`src/rtl/misr_bist_ctrl.sv`:
```
// misr_bist_ctrl: scan-BIST sequencer that alternates shift windows with capture pulses,
// then unloads the MISR and compares the frozen signature against a golden value.
module misr_bist_ctrl #(
    parameter int               CHAIN_LEN  = 16,
    parameter int               PAT_CNT    = 64,
    parameter int               SIG_W      = 13,
    parameter logic [SIG_W-1:0] GOLDEN_SIG = '0
) (
    input  logic                         clk,
    input  logic                         rst_n,
    input  logic                         start_i,
    input  logic                         abort_i,
    input  logic [SIG_W-1:0]             sig_i,
    output logic                         test_se_o,
    output logic                         capture_o,
    output logic                         busy_o,
    output logic                         done_o,
    output logic                         pass_o,
    output logic [$clog2(PAT_CNT+1)-1:0] pat_idx_o
);
    localparam int PW = $clog2(PAT_CNT+1);
    localparam int CW = (CHAIN_LEN > 1) ? $clog2(CHAIN_LEN) : 1;
    localparam logic [CW-1:0] LAST_SHIFT = CW'(CHAIN_LEN-1);
    localparam logic [PW-1:0] LAST_PAT   = PW'(PAT_CNT-1);
    localparam logic [PW-1:0] MAX_PAT    = PW'(PAT_CNT);

    typedef enum logic [2:0] {IDLE, SHIFT, CAPTURE, UNLOAD, COMPARE, DONE} state_e;

    state_e          state_q, state_d;
    logic [CW-1:0]   cnt_q, cnt_d;
    logic [PW-1:0]   pat_q, pat_d;
    logic            pass_q, pass_d;

    always_comb begin
        state_d = state_q;
        cnt_d   = cnt_q;
        pat_d   = pat_q;
        pass_d  = pass_q;
        if (abort_i) begin
            state_d = IDLE;
            cnt_d   = '0;
            pat_d   = '0;
            pass_d  = 1'b0;
        end else begin
            case (state_q)
                IDLE, DONE: if (start_i) begin
                    state_d = SHIFT;
                    cnt_d   = '0;
                    pat_d   = '0;
                    pass_d  = 1'b0;
                end
                SHIFT, UNLOAD: begin
                    cnt_d   = (cnt_q == LAST_SHIFT) ? '0 : cnt_q + CW'(1);
                    state_d = (cnt_q != LAST_SHIFT) ? state_q
                            : (state_q == SHIFT)    ? CAPTURE : COMPARE;
                end
                CAPTURE: begin
                    pat_d   = (pat_q < MAX_PAT) ? pat_q + PW'(1) : pat_q;
                    state_d = (pat_q == LAST_PAT) ? UNLOAD : SHIFT;
                end
                COMPARE: begin
                    pass_d  = (sig_i == GOLDEN_SIG);
                    state_d = DONE;
                end
                default: state_d = IDLE;
            endcase
        end
    end

    always_ff @(posedge clk or negedge rst_n) begin
        if (!rst_n) begin
            state_q <= IDLE;
            cnt_q   <= '0;
            pat_q   <= '0;
            pass_q  <= 1'b0;
        end else begin
            state_q <= state_d;
            cnt_q   <= cnt_d;
            pat_q   <= pat_d;
            pass_q  <= pass_d;
        end
    end

    // Outputs decode straight from flops, so no input reaches them combinationally.
    assign test_se_o = (state_q == SHIFT) || (state_q == UNLOAD);
    assign capture_o = (state_q == CAPTURE);
    assign busy_o    = (state_q == SHIFT) || (state_q == CAPTURE) ||
                       (state_q == UNLOAD) || (state_q == COMPARE);
    assign done_o    = (state_q == DONE);
    assign pass_o    = pass_q;
    assign pat_idx_o = pat_q;
endmodule

```
`config.mk`:
```
export PLATFORM = sky130hd
export DESIGN_NAME = misr_bist_ctrl
export DESIGN_NICKNAME = d
export VERILOG_FILES = /design/src/rtl/misr_bist_ctrl.sv
export SDC_FILE = /design/constraint.sdc
export NUM_CORES = 1
export LEC_CHECK = 0
export CAP_MARGIN = 10
export CORE_ASPECT_RATIO = 1.4
export CORE_UTILIZATION = 34
export DETAILED_ROUTE_END_ITERATION = 10
export DONT_BUFFER_PORTS = 1
export PLACE_DENSITY = 0.53
export SLEW_MARGIN = 20
export SYNTH_ARGS = -nofsm -noshare
export SYNTH_HDL_FRONTEND = slang
export SYNTH_SLANG_ARGS = --single-unit
export TNS_END_PERCENT = 1
```
`constraint.sdc`:
```
create_clock -name clk -period 1.55 [get_ports clk]
set_input_delay 0.31 -clock clk [delete_from_list [all_inputs] [get_ports clk]]
set_output_delay 0.31 -clock clk [all_outputs]
set_load 0.005 [all_outputs]
```
==> metrics, run 1 <==
status finished clean; core area 2470 um2; DR iter-0 viols 12; Post-Layout Cell Count 139; Net Sw Power 0.1641 mW; Pint 0.5180 mW; Die Ht 63.12 um; Fmax 664.2 MHz; Power Dens Cells 679.8 nW/um2; WL/cell 13.49 um; Fin Clk Skew 0.001781 ns; Async SR Flop Fraction 1.000; Max VDD drop 0.3302 mV; Synth Cell Area 907.1 um2; gr usage total 0.1479; largest net degree at the start of global routing 16; die width 45.66 um; worst-margin pin slew 0.6968 ns; Final setup viols 0; worst r2r path cells 5; sequential share of the synthesized area 0.4138; Pins Over Slew Limit 0; combinational family with the most area after synthesis simple AND/OR/NAND/NOR gates; combinational share of power 0.083; post-DR vias/cell 5.245; # IOs 29; H-tree Lvls 1; share of the synthesized area in the top cell type 0.4138; DRC 0; vias in the first global route 702; CTS Sinks 15; global-route wire length before repair 3111 um; Synth area leaders dfrtp_1, nor2_1, a21oi_1; Antenna diodes 0; mux contribution to synthesized area 0.02345; gpl congestion 0.7832; number of flops mapped to enable cells by yosys 0; Synth Area in Compound Gates 0.1559; Post-Synth Simple-Gate Area 0.2469; Worst EP required 1.24 ns; post-detail-place hpwl 1369 um; Adder-Cell Fraction of Synth Area 0.05241; number of CTS-inserted buffers 3; Fillers 266; sequential share of power 0.591; CP Launch Type flip-flop; overall power 0.6821 mW; area growth from synthesis to layout 10.62%; HP Class primary input to flip-flop; Pre-antenna DRT Iters 4; Hold Vio Cnt, Final 0; Max Cap Viol 0; RSZ-0062 raised after global routing true; post-synthesis sequential element count 15; Clk pwr share 0.326; switching share of power 0.2405; synth cell count leaders dfrtp_1, nor2_1, inv_1, a21oi_1, o21ai_1; Final nets 125; die area 2882 um2; Setup crit end kind output port; count leader, synth dfrtp_1; GRT overflow 0; final core utilization 0.4063; layout cell share with drive strength beyond 1 0.2000; Pleak 0.4272 nW; CTS tree yes; Main synth FF type dfrtp_1; antenna violations before repair 0; Period minus WS final 1.506 ns; crit share post-route 0.9713; Initial Util 0.3673; Cells after Synth 99; worst path arrival time 1.20 ns; placed instance count 130; syn_area_per_cell 9.163 um2; syn_nets 118; ANT nets after route 0; # rows 21; worst skew pair latency 0.28 ns; YS warnings 0; Unique masters post-synth 34; Clock Path Buffers 2; Hold Path Stages 1; Yosys top cell by area dfrtp_1; CTS clk-pin slew, worst paths 0.09 ns; routed wire length 1875 um; number of port buffers 0; Crit Path Max Fanout 9; area share of xor/xnor cells in the synthesized design 0.02897; root buffer cell clkbuf_4; Fin Setup TNS 0 ns; Slew HR 0.5339; Vias 729; WS Path Type flip-flop to output port
==> worst max-delay path, cell delays in order (launching register included) <==
cell and delay (ns):
dfrtp_1 0.35, buf_4 0.16, or2b_4 0.30, nor2_2 0.10
==> per-stage QoR <==
step	setup WS, ns	hold WS [ns]	instance area [um2]
after global placement	0.06005	0.01506	927.1
after detailed placement	0.05810	0.01495	927.1
after global routing	-0.03462	0.04903	1003
after floorplan	0.1933	0.01441	907.1
final	0.04447	0.07996	1003
after CTS	0.007900	0.06714	974.7
==> final timing paths <==
kind	end	start	slack, ns
max in group asynchronous	state_q[0]	rst_n	0.55
hold reg to reg	pat_idx_o[3]	pat_idx_o[3]	0.56
setup / recovery	done_o	state_q[2]	0.04
hold / removal	state_q[0]	abort_i	0.08
setup reg to reg	pat_idx_o[5]	state_q[0]	0.08
min in group asynchronous	pat_idx_o[1]	rst_n	0.51
==> cell usage in the layout (no fill, tap or decap) <==
cell	n
or2b_1	2
nand3_1	4
o41ai_1	1
nor2_1	8
nor3_1	4
o21ai_0	1
dfrtp_1	14
inv_2	2
maj3_2	2
o21ai_1	6
ha_1	2
clkbuf_1	1
a21oi_1	6
nand2b_2	2
nand3b_1	2
xnor2_1	2
or4_1	1
nand2_1	4
or2b_4	1
nand4_1	1
xor2_1	1
clkbuf_4	3
dfrtp_2	1
nor2_2	1
mux2_2	1
mux2i_1	1
a211o_1	3
a22oi_1	1
a31oi_1	3
and2_2	1
nor4_1	2
nor4b_4	1
dlygate4sd3_1	1
and3_1	4
inv_1	7
buf_4	6
o31ai_1	2
==> power by group through the flow <==
stage	sequential [mW]	combinational, mW	clock (mW)
5_1_grt	0.404	0.0644	0.267
6_report	0.403	0.0567	0.222
4_1_cts	0.403	0.0572	0.235
2_1_floorplan	0.407	0.0444	0
3_3_place_gp	0.410	0.0455	0
3_5_place_dp	0.411	0.0461	0
==> final cells by class <==
class | instances | area (um2) | area share
Multi-Input combinational cell | 70 | 469.2 | 0.4676
Sequential cell | 15 | 376.6 | 0.3753
Timing Repair Buffer | 7 | 55.05 | 0.05486
Tap cell | 34 | 42.54 | 0.04239
Inverter | 9 | 33.78 | 0.03367
Clock buffer | 4 | 26.28 | 0.02618
==> what timing repair did <==
| item | CTS | global route |
|---|---|---|
| gates resized for setup | 2 | 3 |
| hold buffers | 1 | 0 |
| pin swaps | 0 | 1 |
| setup endpoints to repair | 2 | 8 |
| hold endpoints to repair | 15 | 0 |
| buffers inserted | 1 | 3 |
==> layer usage <==
metal | routed length (um) | global-route usage | up-vias
met4 | 19 | 0.07955 | 0
li1 | - | - | 361
met3 | 112 | 0.03438 | 2
met1 | 823 | 0.1769 | 341
met2 | 920 | 0.2339 | 25
met5 | 0 | 0 | -
==> registers in the layout, summed over array words and instances, names as in the netlist <==
name and count:
pat_idx_o 7, cnt_q 4, state_q 3, pass_o 1
==> logic make-up after synthesis <==
logic type / after synthesis
adder cells (fa/ha/maj): 4
buffers and inverters: 14
flip-flops: 15
multiplexers: 2
AO/OA/AOI/OAI: 23
XOR/XNOR: 3
AND/OR/NAND/NOR: 38
Power figures use the tool's default switching activity.
==> run 2, diff against run 1 <==
- clock period: 1.55 -> 1.9 ns (I/O delays scaled with it)
==> metrics, run 2 (same netlist as run 1, synthesis figures left out) <==
CP Launch Type flip-flop; ANT nets after route 0 (unchanged); commonest non-fill, non-tap cells in the layout dfrtp_1, nor2_1, inv_1; WL/cell 13.98 um (+3.6%); Initial Util 0.3673 (unchanged); DR iter-0 viols 18 (+6); # rows 21 (unchanged); root buffer cell clkbuf_4; number of CTS-inserted buffers 3 (unchanged); Largest register FFs 7 (unchanged); CTS tree yes; Pre-antenna DRT Iters 4 (unchanged); status finished clean; global-route wire length before repair 3180 um (+2.2%); Slew HR 0.5402 (+0.006240); most common cell after layout, fill and taps aside dfrtp_1; HP Class primary input to flip-flop; die width 45.66 um (unchanged); CTS clk-pin slew, worst paths 0.09 ns (about the same); Fin Setup TNS 0 ns (unchanged); Max VDD drop 0.2596 mV (-21%); largest net degree at the start of global routing 16 (unchanged); worst skew pair latency 0.29 ns (about the same); core area 2470 um2 (unchanged); routed wire length 1859 um (-0.85%); Vias 724 (-0.69%); Clock Path Buffers 2 (unchanged); overall power 0.5598 mW (-18%); Hold Vio Cnt, Final 0 (unchanged); CP cell instances or2b_1, nor2_1; Power Dens Cells 590.3 nW/um2 (-13%); Final nets 119 (-4.8%); Fin Clk Skew 0.01141 ns (+0.009628 ns); vias in the first global route 719 (+2.4%); die area 2882 um2 (unchanged); post-detail-place hpwl 1354 um (-1.1%); area growth from synthesis to layout 4.552%; Crit Path Max Fanout 10 (+1); DRC 0 (unchanged); number of port buffers 0 (unchanged); worst r2r path cells 4 (-1); CTS Sinks 15 (unchanged); Setup crit end kind output port; worst-margin pin slew 0.6875 ns (-0.009330 ns); H-tree Lvls 1 (unchanged); setup bufs post-CTS 0 (-1); Worst EP required 1.52 ns (+0.28 ns); Period minus WS final 1.701 ns; Fmax 587.8 MHz; Pins Over Slew Limit 0 (unchanged); CP max-delay cell dfrtp_1; Hold Path Stages 1 (unchanged); # IOs 29 (unchanged); RSZ-0062 raised after global routing false; worst path arrival time 1.32 ns (+0.12 ns); layout cell share with drive strength beyond 1 0.1010 (-0.09899); Final setup viols 0 (unchanged); gpl congestion 0.7932 (+1.3%); post-DR vias/cell 5.444 (+3.8%); max incr delay on CP 0.59 ns (+0.24 ns); gr usage total 0.1480 (+0.0001671); antenna violations before repair 0 (unchanged); Die Ht 63.12 um (unchanged); Max Cap Viol 0 (unchanged); Antenna diodes 0 (unchanged); crit share post-route 0.8955; WS Path Type flip-flop to output port; GRT overflow 0 (unchanged); Pleak 0.3949 nW (-7.6%)
==> run 2: cell types whose count changed in the layout (fill, tap and decap cells not counted), sizes merged <==
| cell | before | now |
|---|---|---|
| buf | 6 | 0 |
==> run 2: metrics by stage <==
| stage | hold WS, ns | util | instance area [um2] | instances | setup slack [ns] |
|---|---|---|---|---|---|
| after global routing | 0.1307 | 0.3840 | 948.4 | 133 | 0.1247 |
| after floorplan | 0.08441 | - | 907.1 | 99 | 0.5433 |
| after CTS | 0.1366 | 0.3840 | 948.4 | 133 | 0.1809 |
| final | 0.1524 | 0.3840 | 948.4 | 133 | 0.1986 |
| after global placement | 0.08492 | 0.3693 | 912.1 | 128 | 0.3968 |
| after detailed placement | 0.08493 | 0.3693 | 912.1 | 128 | 0.3689 |
==> run 2: final timing paths <==
| kind | slack (ns) | to | startpoint |
|---|---|---|---|
| worst max-delay path | 0.20 | done_o | state_q[2] |
| worst min-delay path | 0.15 | state_q[0] | abort_i |
| worst max register to register | 0.34 | state_q[1] | state_q[0] |
| worst min register to register | 0.57 | pat_idx_o[3] | pat_idx_o[3] |
| max in group asynchronous | 0.89 | pat_idx_o[0] | rst_n |
| min in group asynchronous | 0.57 | pat_idx_o[6] | rst_n |
==> run 2: what timing repair did <==
item                                   CTS  global route
hold buffers                             1             0
endpoints found under the hold margin   15             0
resized for setup                        0             0
==> run 2: area by class of cell <==
class	instances	area (um2)
Clock buffer	4	26.28
Fill cell	267	1521
Inverter	9	33.78
Multi-Input combinational cell	70	460.4
Sequential cell	15	375.4
Tap cell	34	42.54
Timing Repair Buffer	1	10.01
==> run 2: routing by layer <==
layer	vias to the layer above	GRT usage	share of wire
met5	-	0	0
met4	0	0.07197	0.012
met3	4	0.03725	0.054
met2	28	0.2196	0.45
met1	339	0.1938	0.49
li1	353	-	-
==> run 2: worst max-delay path: cells and delay by family, from the launching register on <==
kind,cells,cell delay (ns)
flip-flops,1,0.59
AND/OR/NAND/NOR,2,0.46
==> run 2: power breakdown <==
part	leakage (nW)	internal [mW]	switching (mW)
Combinational	0.173	0.0160	0.0245
Sequential	0.207	0.323	0.00786
Clock	0.0150	0.0815	0.107
Total	0.395	0.420	0.140
